### src/rtl/squash_io_pkg.sv
// Shared definitions for the squash I/O controller: FSM state encodings and
// default debounce / reset-hold lengths.
package squash_io_pkg;

    localparam int DEBOUNCE_CYCLES_DEF = 250000;
    localparam int RESET_HOLD_DEF      = 16;

    typedef enum logic [1:0] {
        ST_HOLD   = 2'd0,
        ST_ENABLE = 2'd1,
        ST_RUN    = 2'd2
    } state_t;

endpackage

### src/rtl/squash_debounce.sv
// One button path: 2-flop synchroniser followed by a counter that accepts a
// level change only after DEBOUNCE_CYCLES consecutive differing samples.
module squash_debounce
    import squash_io_pkg::*;
#(
    parameter int DEBOUNCE_CYCLES = DEBOUNCE_CYCLES_DEF
) (
    input  logic clk,
    input  logic reset,
    input  logic raw_n,
    output logic stable_n
);

    localparam int             CW      = $clog2(DEBOUNCE_CYCLES);
    localparam logic [CW-1:0]  CNT_MAX = CW'(DEBOUNCE_CYCLES - 1);

    logic          meta_n;
    logic          sync_n;
    logic [CW-1:0] cnt;

    // NOTE: sequential state uses non-blocking assignments so every flop samples
    // pre-edge values; blocking here would collapse the synchroniser stages.
    always_ff @(posedge clk) begin
        if (reset) begin
            meta_n   <= 1'b1;
            sync_n   <= 1'b1;
            cnt      <= '0;
            stable_n <= 1'b1;
        end else begin
            meta_n <= raw_n;
            sync_n <= meta_n;
            if (sync_n == stable_n) begin
                cnt <= '0;
            end else if (cnt == CNT_MAX) begin
                stable_n <= sync_n;
                cnt      <= '0;
            end else begin
                cnt <= cnt + 1'b1;
            end
        end
    end

endmodule

### src/rtl/squash_io_ctrl.sv
// Pad-side controller for the squash game: reset sequencing FSM driving the
// core reset and pad output enable, plus four debounced buttons.
module squash_io_ctrl
    import squash_io_pkg::*;
#(
    parameter int DEBOUNCE_CYCLES = DEBOUNCE_CYCLES_DEF,
    parameter int RESET_HOLD      = RESET_HOLD_DEF
) (
    input  logic       clk,
    input  logic       reset,
    input  logic       ext_reset_n,
    input  logic       pause_n_raw,
    input  logic       new_game_n_raw,
    input  logic       down_key_n_raw,
    input  logic       up_key_n_raw,
    output logic       game_reset,
    output logic       pause_n,
    output logic       new_game_n,
    output logic       down_key_n,
    output logic       up_key_n,
    output logic       oeb,
    output logic [1:0] state
);

    localparam int             HW       = $clog2(RESET_HOLD);
    localparam logic [HW-1:0]  HOLD_MAX = HW'(RESET_HOLD - 1);

    logic          ext_meta_n;
    logic          ext_sync_n;
    logic          trigger;
    state_t        state_q;
    state_t        state_d;
    logic [HW-1:0] hold_cnt;
    logic [HW-1:0] hold_cnt_d;
    logic [3:0]    btn_raw_n;
    logic [3:0]    btn_db_n;
    logic          run;

    assign trigger = reset | ~ext_sync_n;

    // NOTE: every variable driven here gets a default first, so no path can
    // leave it unassigned and infer a latch.
    always_comb begin
        state_d    = state_q;
        hold_cnt_d = hold_cnt;
        if (trigger) begin
            state_d    = ST_HOLD;
            hold_cnt_d = '0;
        end else begin
            case (state_q)
                ST_HOLD: begin
                    if (hold_cnt == HOLD_MAX) begin
                        state_d    = ST_ENABLE;
                        hold_cnt_d = '0;
                    end else begin
                        hold_cnt_d = hold_cnt + 1'b1;
                    end
                end
                ST_ENABLE: state_d = ST_RUN;
                ST_RUN:    state_d = ST_RUN;
                default: begin
                    state_d    = ST_HOLD;
                    hold_cnt_d = '0;
                end
            endcase
        end
    end

    // Outputs are registered from the next state so they move with state.
    always_ff @(posedge clk) begin
        if (reset) begin
            ext_meta_n <= 1'b1;
            ext_sync_n <= 1'b1;
            state_q    <= ST_HOLD;
            hold_cnt   <= '0;
            game_reset <= 1'b1;
            oeb        <= 1'b1;
        end else begin
            ext_meta_n <= ext_reset_n;
            ext_sync_n <= ext_meta_n;
            state_q    <= state_d;
            hold_cnt   <= hold_cnt_d;
            game_reset <= (state_d != ST_RUN);
            oeb        <= (state_d == ST_HOLD);
        end
    end

    assign state     = state_q;
    assign btn_raw_n = {up_key_n_raw, down_key_n_raw, new_game_n_raw, pause_n_raw};

    for (genvar i = 0; i < 4; i++) begin : g_btn
        squash_debounce #(
            .DEBOUNCE_CYCLES(DEBOUNCE_CYCLES)
        ) u_debounce (
            .clk     (clk),
            .reset   (reset),
            .raw_n   (btn_raw_n[i]),
            .stable_n(btn_db_n[i])
        );
    end

    // Buttons read as released until the core is actually running.
    assign run        = (state_q == ST_RUN);
    assign pause_n    = btn_db_n[0] | ~run;
    assign new_game_n = btn_db_n[1] | ~run;
    assign down_key_n = btn_db_n[2] | ~run;
    assign up_key_n   = btn_db_n[3] | ~run;

endmodule

### config.mk
export PLATFORM = sky130hd
export DESIGN_NAME = squash_io_ctrl
export DESIGN_NICKNAME = d
export VERILOG_FILES = /design/src/rtl/squash_io_pkg.sv /design/src/rtl/squash_debounce.sv /design/src/rtl/squash_io_ctrl.sv
export SDC_FILE = /design/constraint.sdc
export NUM_CORES = 1
export LEC_CHECK = 0
export CORE_MARGIN = 5
export CORE_UTILIZATION = 63
export CTS_BUF_LIST = sky130_fd_sc_hd__clkbuf_8
export DETAILED_ROUTE_END_ITERATION = 8
export HOLD_SLACK_MARGIN = 0.08
export PLACE_DENSITY = 0.82
export RECOVER_POWER = 100
export SLEW_MARGIN = 25
export SYNTH_ARGS = -nofsm -noshare
export SYNTH_HDL_FRONTEND = slang
export SYNTH_SLANG_ARGS = --single-unit
### constraint.sdc
create_clock -name clk -period 2.2 [get_ports clk]
set_clock_uncertainty 0.05 [all_clocks]
set_input_delay 0.22 -clock clk [delete_from_list [all_inputs] [get_ports clk]]
set_output_delay 0.22 -clock clk [all_outputs]
set_load 0.02 [all_outputs]
**Word-level counts from Yosys, hierarchy flattened**

Index checks and enable logic that the tools add are counted.

- Reduce and logical (&&, ||, !) cells: 12
- Eq/ne operators: 12
- Mux-type cells: 5
- Add/subtract/negate cells: 5
- Bitwise logic cells: 11

Operators with widths:

| operator | number |
|---|---|
| 18-bit by 1-bit adder with 18-bit output, second input constant | 4 |
| 18-bit equality test, second input constant | 4 |
| 3-bit OR reduction | 4 |
| 4-bit case mux with 2 select lines | 1 |
| 2-bit AND reduction | 4 |
| 1-bit NOT | 6 |
| 1-bit OR | 5 |
| 4-bit by 1-bit adder with 4-bit output, second input constant | 1 |
| 1-bit equality test | 4 |
| 4-bit equality test, second input constant | 1 |
| 2-bit zero test | 2 |
| 2-bit two-way mux | 2 |
| 4-bit two-way mux | 1 |
| 2-bit case mux with 2 select lines | 1 |
| 2-bit OR reduction | 2 |
| 2-bit by 1-bit equality test with 1-bit output, second input constant | 1 |
| 2-bit equality test, second input constant | 1 |
| 2-bit != test, second input constant | 1 |

- Word-level logic and storage cells: 67
- Input port bits: 7
- Output and inout port bits: 8
- Flip-flop bits (word level): 94

**Depth between registers and ports, before layout**

Gate-level depths: netlist (run 1).

- Word-level depth: 5
- Depth in mapped cells: 7
- Depth with buffers taken out: 6

**Cells and area by module**

A second synthesis (run 1) with hierarchy kept.

- Cell total of the unflattened synthesis: 460
- Area, all modules: 4216.5 µm²

By module, submodules not included:

| module | area each (µm²) | cells an instance | sequential area each (µm²) | times used |
|---|---|---|---|---|
| squash_debounce | 947.2 | 103 | 420.4 | 4 |
| squash_io_ctrl | 427.9 | 48 | 200.2 | 1 |

**Least setup slack after synthesis (run 1)**

No wires, ideal clock.

- Path type: register to register
- From: register g_btn[3].u_debounce.cnt[0]
- To: register g_btn[3].u_debounce.cnt[12]
- Buffers on the path: 1
- Period minus slack after synthesis: 1.898 ns
- Path slack: 0.302 ns
- Setup time: 0.115 ns
- Cell stages (with the launch flop): 7
- Required time: 2.035 ns
- Arrival time: 1.734 ns
- Cell sequence: dfxtp_1 -> ha_1 -> nand3_1 -> or4_1 -> o211ai_2 -> buf_6 -> nor2_1

- Word-level cells in the longest chain between the ends: 2
- Elaborated cells on any way between the ends: 3
- Classes of those cells: add/sub: 1; eq/ne: 1; reduce/logical: 1

RTL lines:

| element | line | source |
|---|---|---|
| from (decl) | squash_debounce.sv:19 | `logic [CW-1:0] cnt;` |
| from (signal assigned) | squash_debounce.sv:38 | `cnt <= cnt + 1'b1;` |
| branches (longest 2 deep; another with 18-bit by 1-bit adder with 18-bit output) | - |  |

Several ways; the timed one is not identified.
A chain may end at the register's enable or synchronous reset.

**Worst setup path in the final report (run 1)**

- From: register state_q[0], in the netlist state[0]
- To: output port new_game_n

- Word-level cells in the longest chain between the ends: 3

RTL lines:

| element | line | source |
|---|---|---|
| from (decl) | squash_io_ctrl.sv:31 | `state_t state_q;` |
| from (signal assigned) | squash_io_ctrl.sv:81 | `state_q <= state_d;` |
| 2-bit equality test | squash_io_ctrl.sv:103 | `assign run = (state_q == ST_RUN);` |
| 1-bit NOT | squash_io_ctrl.sv:105 | `assign new_game_n = btn_db_n[1] \| ~run;` |
| 1-bit OR | squash_io_ctrl.sv:105 |  |
| to (decl) | squash_io_ctrl.sv:18 | `output logic new_game_n,` |

No other way between the ends.

==> results of run 1 <==
flip-flops by register name (all words and copies together), names as in the netlist:
name	flops
state	2
g_btn.u_debounce.stable_n	4
g_btn.u_debounce.cnt	72
oeb	1
game_reset	1
g_btn.u_debounce.meta_n	4
ext_sync_n	1
ext_meta_n	1
g_btn.u_debounce.sync_n	4
hold_cnt	4
cells in the final DEF, fill, tap and decap left out, drive strengths merged, types with 13 or more instances in the layout:
cell type / instances
inv: 24
nand4: 19
nand2: 23
xor2: 20
nor4: 17
xnor2: 37
nor2: 74
nor3: 13
nand3: 32
dfxtp: 94
cells by family (layout without fill, tap and decap cells):
logic type / after synthesis / in the layout / share of synthesized area (%)
adders and majority gates: 7 / 7 / 2.15
and+or+nand+nor: 232 / 232 / 29.9
xor gates and xnor gates: 57 / 57 / 12.3
AOI/OAI and AO/OA: 36 / 36 / 5.91
DFF: 94 / 94 / 46.3
buffers and inverters: 33 / 56 / 3.48
path summary, 6_finish.rpt:
check,startpoint,to,slack (ns)
max reg2reg,g_btn[3].u_debounce.cnt[0],g_btn[3].u_debounce.cnt[3],0.15
min,g_btn[0].u_debounce.meta_n,g_btn[0].u_debounce.sync_n,0.36
min reg2reg,g_btn[0].u_debounce.meta_n,g_btn[0].u_debounce.sync_n,0.36
max,state[0],new_game_n,0.12
power breakdown:
part            total, W  leakage, nW  switching (W)  internal, W
combinational  0.0000525        0.514      0.0000277    0.0000248
clock            0.00102       0.0899       0.000582     0.000437
sequential       0.00172        0.760     0.00000874      0.00171
routing by layer:
metal,up-vias,wire length [µm],global-route usage (%)
met3,10,250,4.08
met1,1447,3520,23.8
met4,0,87,5.58
li1,1625,-,-
met2,43,3380,29.4
met5,-,0,0
layout make-up:
cell class / instances / area, µm²
multi-input combinational: 332 / 2040
sequential: 94 / 1880
fill: 537 / 1870
timing repair buffer: 18 / 168
clock buffer: 10 / 138
tap: 77 / 96.3
inverter: 22 / 82.6
clock inverter: 6 / 37.5
stage by stage:
step                      std cells  cell area (µm²)  util (%)  total power, W  hold WS, ns
final                           559             4440      70.4         0.00280        0.363
after floorplan                 459             4070         -         0.00180        0.274
after global routing            559             4440      70.4         0.00291        0.357
after CTS                       559             4450      70.5         0.00283        0.361
after global placement          543             4270      67.7         0.00182        0.344
after detailed placement        543             4270      67.7         0.00182        0.344
==> results.md, run 1 <==
- Outcome: finished clean
- Crit-path max FO: 4
- Peak per-stage delay on the critical path: 0.67 ns
- Antenna diodes: 0
- CORE AREA: 6310 µm²
- Setup crit start kind: flop
- CTS Hold Bufs: 0
- Tightest Pin Transition: 0.719 ns
- Vias in the first global route: 2,872
- Layout area overhead: 9.23%
- Initial DRC count: 123
- Initial Util: 64.4%
- Crit path cell chain: inv_1 > ha_1 > nand2b_1 > dlygate4sd3_1
- Initial antenna violation count: 0
- I/O pin count: 15
- Fin crit period: 2.08 ns
- Port Buffers: 14
- Dominant synthesized flop cell: dfxtp_1
- Fmax: 0.481 GHz
- Post-cts gate resize count: 0
- DRT antenna net count: 0
- Clk sink count: 94
- Unique masters post-synth: 45
- Chip width: 90.3 µm
- Post-synthesis register bit count: 94
- Slew HR: 51.9%
- Critical path class: flop to output pin
- Crit. End Element: output pin
- Mapped Area: 4070 µm²
- Post-route DRC: 0
- Setup TNS: 0 ns
- Worst Slack Setup Final: 0.121 ns
- Mapped Cells: 459
- Clock buffer depth: 2
- Cell Rows: 29
- Fin. Hold Viols: 0
- CTS clk-pin slew, worst paths: 0.08 ns
- H-tree depth: 3
- Pins Over Slew Limit: 0
- Hold WC Path Type: flop to flop
- Synth area leader: dfxtp_1
- Final wirelength: 7240 µm
- Ys async rst share: 0%
- Power Density: 629 nW/µm²
- Setup bufs post-CTS: 0
- Grt total ovfl: 0
- Post-DP HPWL: 4990 µm
- CTS tree: built
- Period Utilization, post-route: 94.5%
- Synth top area share: 46.3%
- All-Layer GR Usage: 18.1%
- Layout cells sized above 1: 7.88%
- RSZ-0062 raised after global routing: false
- Post-Syn Area per Cell: 8.86 µm²
- First-pass GRT wire length: 12,600 µm
- Endpoints failing setup: 0
- CTS Root Cell: clkbuf_8
- Global placer's final weighted congestion: 0.839
- Worst-Skew Late Latency: 0.36 ns
- Maxcap violations: 0
- Main area contributors after synthesis: dfxtp_1 46%, xnor2_1 8.0%, nor2_1 6.8%
- Mapped Nets: 473
- Number of synthesized flops with an enable pin: 0
- CP Data Arrival Time: 1.81 ns
- Worst Hold Path Cells: 1
- Most common cell in the netlist: dfxtp_1
- Vias per cell: 5.59
- Stages on worst setup path: 4
- Post-synthesis sequential area ratio: 46.3%
- Leakage: 1.36 nW
- Die ar.: 8160 µm²
- DR pass1 iterations: 5
- Die height: 90.3 µm
- Critical Path RT: 1.93 ns
- Critical-path top delay cell: dlygate4sd3_1
- Worst ir drop on vdd: 0.468 mV
- Worst r2r path cells: 6
- Via count: 3,125
- Final nets: 491
- Crit-path leading delay family: buffers and inverters
- CTS Buf Count: 9
- Commonest cells post-synth: 94 x dfxtp_1, 74 x nor2_1, 37 x xnor2_1, 31 x nand3_1, 23 x nand2_1
- YS warnings: 0
- Routed WL per cell: 13.0 µm
- Largest net degree at the start of global routing: 19
- Pre-CTS setup slack: 0.227 ns
- Buf/Inv on CP: 2
(Power assumes the default switching activity.)
==> run 2, diff against run 1 <==
--- a/config.mk
+++ b/config.mk
@@ -5,6 +5,7 @@
 export SDC_FILE = /design/constraint.sdc
 export NUM_CORES = 1
 export LEC_CHECK = 0
+export CAP_MARGIN = 20
 export CORE_MARGIN = 5
 export CORE_UTILIZATION = 63
 export CTS_BUF_LIST = sky130_fd_sc_hd__clkbuf_8
==> constraint.sdc (replaced) <==
create_clock -name clk -period 2 [get_ports clk]
set_clock_uncertainty 0.05 [all_clocks]
set_input_delay 0.2 -clock clk [delete_from_list [all_inputs] [get_ports clk]]
set_output_delay 0.2 -clock clk [all_outputs]
set_load 0.02 [all_outputs]
==> run 2 against run 1 <==
Net effect:
- via count up 3.6%
- register-to-register slack hardly changed
- largest cell class unchanged
- routed wire length increased by 3.7%
- critical endpoint is now g_btn[3].u_debounce.cnt[13]
- worst hold slack got worse by 0.011 ns
- combinational power increased by 17%
- sequential share of layout area decreased by 1.2 points
- utilization rose by 2.0 points
- non-clock buffer count rose by 6
==> results.md, run 2 (synthesis results as in run 1) <==
- Outcome: finished clean (unchanged)
- P_int: 0.00266 W (was 0.00218 W)
- Power Density: 737 nW/µm² (was 629 nW/µm²)
- Global placer's final weighted congestion: 0.802 (was 0.839)
- CORE AREA: 6310 µm² (unchanged)
- Setup bufs post-CTS: 0 (unchanged)
- CTS Buf Count: 9 (unchanged)
- RR Startpoint: g_btn[3].u_debounce.cnt[0] (unchanged)
- Switch Pwr: 0.000704 W (was 0.000619 W)
- Setup crit start kind: flop (unchanged)
- Grt total ovfl: 0 (unchanged)
- Vias in the first global route: 3,073 (was 2,872)
- Endpoints failing setup: 0 (unchanged)
- Period Utilization, post-route: 92.4%
- DR pass1 iterations: 6 (was 5)
- # fillers: 483 (was 537)
- Pins Over Slew Limit: 0 (unchanged)
- Clock power share: 41.8% (was 36.5%)
- CTS clk-pin slew, worst paths: 0.09 ns (was 0.08 ns)
- CP Data Arrival Time: 2.05 ns (was 1.81 ns)
- Crit path to: g_btn[3].u_debounce.cnt[13] (was new_game_n)
- CTS Root Cell: clkbuf_8 (unchanged)
- Max reg flops: 72 (unchanged)
- RSZ-0062 raised after global routing: false (unchanged)
- Sw Share: 20.9% (was 22.1%)
- Crit-path max FO: 18 (was 4)
- Final wirelength: 7510 µm (was 7240 µm)
- Via count: 3,238 (was 3,125)
- Die ar.: 8160 µm² (unchanged)
- Comb pwr share: 1.8% (was 1.9%)
- Initial Util: 64.4% (unchanged)
- Die height: 90.3 µm (unchanged)
- Cell Rows: 29 (unchanged)
- Clk sink count: 94 (unchanged)
- I/O pin count: 15 (unchanged)
- Post-route DRC: 0 (unchanged)
- Maxcap violations: 0 (unchanged)
- Reg-to-reg slack, setup: 0.15 ns (about the same)
- Fin. Hold Viols: 0 (unchanged)
- Routed WL per cell: 13.3 µm (was 13.0 µm)
- Antenna diodes: 0 (unchanged)
- Crit. End Element: flop (was output pin)
- Crit. Startpoint: g_btn[3].u_debounce.cnt[0] (was state[0])
- CTS Hold Bufs: 0 (unchanged)
- Vias per cell: 5.73 (was 5.59)
- Port Buffers: 14 (unchanged)
- Flop pwr share: 56.3% (was 61.6%)
- Worst ir drop on vdd: 0.463 mV (was 0.468 mV)
- Fin crit period: 1.85 ns
- Slew HR: 66.1% (was 51.9%)
- CTS tree: built (unchanged)
- Hold WC Path Type: input pin to flop (was flop to flop)
- Setup TNS: 0 ns (unchanged)
- Layout cells sized above 1: 9.63% (was 7.88%)
- Biggest register: g_btn.u_debounce.cnt (unchanged)
- All-Layer GR Usage: 18.6% (was 18.1%)
- Final nets: 497 (was 491)
- Clock buffer depth: 2 (unchanged)
- Initial antenna violation count: 0 (unchanged)
- Final core occ: 72.3% (was 70.4%)
- Most common cell after layout, fill and taps aside: dfxtp_1 (unchanged)
- Most frequent cells in the layout: 94 x dfxtp_1, 74 x nor2_1, 37 x xnor2_1 (unchanged)
- First-pass GRT wire length: 13,000 µm (was 12,600 µm)
- Chip width: 90.3 µm (unchanged)
- Leakage: 1.42 nW (was 1.36 nW)
- Post-DP HPWL: 5060 µm (was 4990 µm)
- H-tree depth: 3 (unchanged)
- Layout area overhead: 12.3% (was 9.23%)
- DRT antenna net count: 0 (unchanged)
- Fmax: 0.541 GHz
- Largest net degree at the start of global routing: 19 (unchanged)
- Critical path class: flop to flop (was flop to output pin)
- Initial DRC count: 96 (was 123)
- Critical Path RT: 2.20 ns (was 1.93 ns)
- Tightest Pin Transition: 0.506 ns (was 0.719 ns)
- Worst-Skew Late Latency: 0.36 ns (about the same)
- Worst r2r path cells: 6 (unchanged)
- R2r endpoint: g_btn[3].u_debounce.cnt[13] (was g_btn[3].u_debounce.cnt[3])
[run 2: cell count changes in the layout (fill, tap and decap cells not counted), sizes merged]
cell	previous run	this run
inv	24	23
clkdlybuf4s50	7	5
dlygate4sd2	0	4
clkbuf	12	11
buf	2	9
bufinv	0	2
dlygate4sd3	7	5
clkinvlp	2	1
[run 2: stage by stage]
stage | power [W] | hold WS, ns | cell area, µm² | std cells | setup WS (ns)
after floorplan | 0.00198 | 0.254 | 4070 | 459 | 0.102
after global placement | 0.00200 | 0.345 | 4330 | 549 | 0.178
after CTS | 0.00339 | 0.342 | 4560 | 565 | 0.0204
after global routing | 0.00349 | 0.345 | 4570 | 565 | 0.0275
final | 0.00337 | 0.352 | 4570 | 565 | 0.151
after detailed placement | 0.00200 | 0.343 | 4330 | 549 | 0.0421
[run 2: worst min-delay path by stage]
stage / start / slack [ns] / end / depth (start not counted)
2_1_floorplan: ext_reset_n / 0.25 / ext_meta_n / 1
3_5_place_dp: g_btn[0].u_debounce.meta_n / 0.34 / g_btn[0].u_debounce.sync_n / 1
6_report: up_key_n_raw / 0.35 / g_btn[3].u_debounce.meta_n / 2
3_3_place_gp: g_btn[1].u_debounce.meta_n / 0.34 / g_btn[1].u_debounce.sync_n / 1
5_1_grt: up_key_n_raw / 0.34 / g_btn[3].u_debounce.meta_n / 2
4_1_cts: up_key_n_raw / 0.34 / g_btn[3].u_debounce.meta_n / 2
[run 2: cell type report]
cell class / instances / area (µm²) / share of cell area (%)
multi-input cells: 332 / 2050 / 44.9
flip-flops and latches: 94 / 1880 / 41.2
repair buffers: 24 / 224 / 4.90
clock buffers: 10 / 138 / 3.01
well taps: 77 / 96.3 / 2.11
clock inverters: 6 / 93.8 / 2.05
inverters: 22 / 82.6 / 1.81
[run 2: routing by layer]
layer  global-route usage, %  part of all wire (%)
met3                    3.25                   3.2
met2                    30.6                    48
met5                       0                     0
met4                    8.31                   1.7
met1                    23.9                    47
[run 2: critical path, stage by stage (launching register included)]
cell and delay [ns]:
dfxtp_1 0.39, ha_1 0.19, nand3_1 0.11, or4_1 0.54
o211ai_2 0.19, buf_6 0.20, nor2_1 0.07
[run 2: repair_timing]
item / in CTS / in global routing
gates resized for setup: 4 / 4
gates cloned: 0 / 0
pin swaps: 0 / 0
setup endpoints to repair: 4 / 21
[run 2: power by group through the flow]
stage               registers [W]  logic (W)  clock network (W)
CTS                       0.00190  0.0000632            0.00143
finish                    0.00190  0.0000613            0.00141
global route              0.00190  0.0000694            0.00152
floorplan                 0.00194  0.0000395                  0
global placement          0.00194  0.0000600                  0
detailed placement        0.00194  0.0000628                  0
==> variant: new RTL, flow settings as in run 1 <==
Register the inputs `pause_n_raw`, `new_game_n_raw`, `down_key_n_raw` and `up_key_n_raw` before use, with the module's reset. The logic sees them one clock later.
--- a/src/rtl/squash_io_ctrl.sv
+++ b/src/rtl/squash_io_ctrl.sv
@@ -24,6 +24,25 @@
 
     localparam int             HW       = $clog2(RESET_HOLD);
     localparam logic [HW-1:0]  HOLD_MAX = HW'(RESET_HOLD - 1);
+
+    logic pause_n_raw_q;
+    logic new_game_n_raw_q;
+    logic down_key_n_raw_q;
+    logic up_key_n_raw_q;
+
+    always_ff @(posedge clk) begin
+        if (reset) begin
+            pause_n_raw_q    <= '0;
+            new_game_n_raw_q <= '0;
+            down_key_n_raw_q <= '0;
+            up_key_n_raw_q   <= '0;
+        end else begin
+            pause_n_raw_q    <= pause_n_raw;
+            new_game_n_raw_q <= new_game_n_raw;
+            down_key_n_raw_q <= down_key_n_raw;
+            up_key_n_raw_q   <= up_key_n_raw;
+        end
+    end
 
     logic          ext_meta_n;
     logic          ext_sync_n;
@@ -86,7 +105,7 @@
     end
 
     assign state     = state_q;
-    assign btn_raw_n = {up_key_n_raw, down_key_n_raw, new_game_n_raw, pause_n_raw};
+    assign btn_raw_n = {up_key_n_raw_q, down_key_n_raw_q, new_game_n_raw_q, pause_n_raw_q};
 
     for (genvar i = 0; i < 4; i++) begin : g_btn
         squash_debounce #(
Behaviour: same outputs for any inputs over 10 cycles, from zero or initial values and one cycle with reset high; that may be too few to reach the edited logic, so the function may still have changed.
==> variant against run 1 <==
- combinational power rose by 26%
- design area rose by 4.6%
- synthesized area rose by 3.4%
- power rose by 16%
- sequential cell count rose by 4
- critical path type is now reg -> reg
- critical path depth rose by 1
- via count rose by 3.0%
- worst setup slack improved by 0.017 ns
- wire length rose by 0.75%
==> variant: results <==
group,metric,value,unit
outcome,run_status,"finished clean",
logic_synthesis,synth_area_leaders,"dfxtp_1 47%, xnor2_1 9.0%, nor2_1 7.1%",
finish,n_antenna_cell,0,
global_route,antenna_found_initial,0,
logic_synthesis,synth-seq-area-share,0.467,
timing,setup_ws,0.137,ns
drt,totalWireLength,7.30,mm
placement,placed_cell_area,4430,um^2
placement,place.gp.congestion,0.843,
cts,cts-root-buf,"clkbuf_8",
logic_synthesis,yosysWarnings,0,
global_route,grt_max_degree,19,
finish,n_fill_cell,475,
worst_setup_path,crit_path_max_fanout,7,
worst_setup_path,r2r_cells,5,
logic_synthesis,synth_flop_cell,"dfxtp_1",
cts,numCtsBuffers,9,
drt,wl_per_cell,12.9,um
logic_synthesis,async_flop_share,0,
global_route,grtUsageTotal,0.183,
placement,portBuffers,14,
cts,clock_latency,0.35,ns
cts,h-tree-depth,3,
worst_hold_path,holdPathEnd,"g_btn[3].u_debounce.sync_n",
logic_synthesis,syn_inst,462,
timing,worst_slew_pin_slew,0.577,ns
cts,clk_pin_slew_worst_paths,0.09,ns
cts,cts_buffer_depth,2,
drt,drtPass1Iterations,5,
logic_synthesis,syn_nets,476,
worst_setup_path,startpoint,"g_btn[2].u_debounce.cnt[0]",
drt,vias,3219,
cts,cts.repair.resized,0,
worst_hold_path,hold_depth,1,
placement,dp_hpwl,4.93,mm
finish,layout-drive-gt1-share,0.0801,
worst_setup_path,reg2reg_from,"g_btn[2].u_debounce.cnt[0]",
finish,largest_reg_flops,72,
placement,dp.cells,548,
power,leakage,1.46,nW
worst_hold_path,worst_hold_startpoint,"g_btn[3].u_debounce.meta_n",
finish,layout.nets,496,
cts,postCtsSetupBuffers,0,
global_route,grt_pass1_vias,2968,
power,ir_drop,0.000451,V
global_route,grt_pass1_wl,12.9,mm
worst_setup_path,crit_end,"g_btn[2].u_debounce.stable_n",
logic_synthesis,netlist_top_cells_count,"98 x dfxtp_1, 80 x nor2_1, 43 x xnor2_1, 27 x nand3_1, 21 x nor4_1",
logic_synthesis,synth_cell_types,42,
worst_hold_path,hold_class,"reg -> reg",
drt,drtIter0Drc,148,
placement,pre_cts_ws,0.217,ns
variant: cell types whose count changed after synthesis, moves of 4 or more:
cell     delta
nand3_1     -4
nor2_1      +6
nor2b_1     +4
xnor2_1     +6
a21oi_1     -5
dfxtp_1     +4
nand2_1     -4
nor4_1      +4
inv_1       -7
variant: metal layers:
layer / up-vias / GRT usage / part of all wire
li1: 1639 / - / -
met1: 1529 / 0.233 / 0.47
met2: 40 / 0.312 / 0.49
met3: 11 / 0.0286 / 0.023
met4: 0 / 0.0729 / 0.013
met5: - / 0 / 0
variant: area by class of cell:
cell class              count  area, um^2  share of cell area
clock inverters             6         106              0.0229
flip-flops and latches     98        1960               0.422
clock buffers              10         138              0.0296
multi-input cells         337        2100               0.453
inverters                  15        56.3              0.0121
repair buffers             21         184              0.0396
well taps                  77        96.3              0.0207
variant: power by group:
group | total [mW] | leakage (nW) | internal, mW | switching [mW]
Sequential | 1.81 | 0.794 | 1.79 | 0.0120
Combinational | 0.0664 | 0.539 | 0.0310 | 0.0354
Clock | 1.36 | 0.129 | 0.781 | 0.578
variant: critical path: stages (launching register included):
cell and delay (ns):
dfxtp_1 0.38, ha_1 0.23, nand3_2 0.17, or4_1 0.59
or4_1 0.43, o31a_1 0.11
variant: cells by family (layout without fill, tap and decap cells):
group                      count (synthesis)  in the layout  synth area share
AOI/OAI and AO/OA                         26             26            0.0444
and+or+nand+nor                          241            241             0.309
buffers and inverters                     27             52            0.0274
DFF                                       98             98             0.467
xor gates and xnor gates                  63             63             0.131
adders and majority gates                  7              7            0.0208
variant: stage by stage:
stage | hold WS (ns) | util
finish | 0.356 | 0.724
global route | 0.366 | 0.724
CTS | 0.357 | 0.728
detailed placement | 0.343 | 0.690
global placement | 0.341 | 0.690
floorplan | 0.274 | -
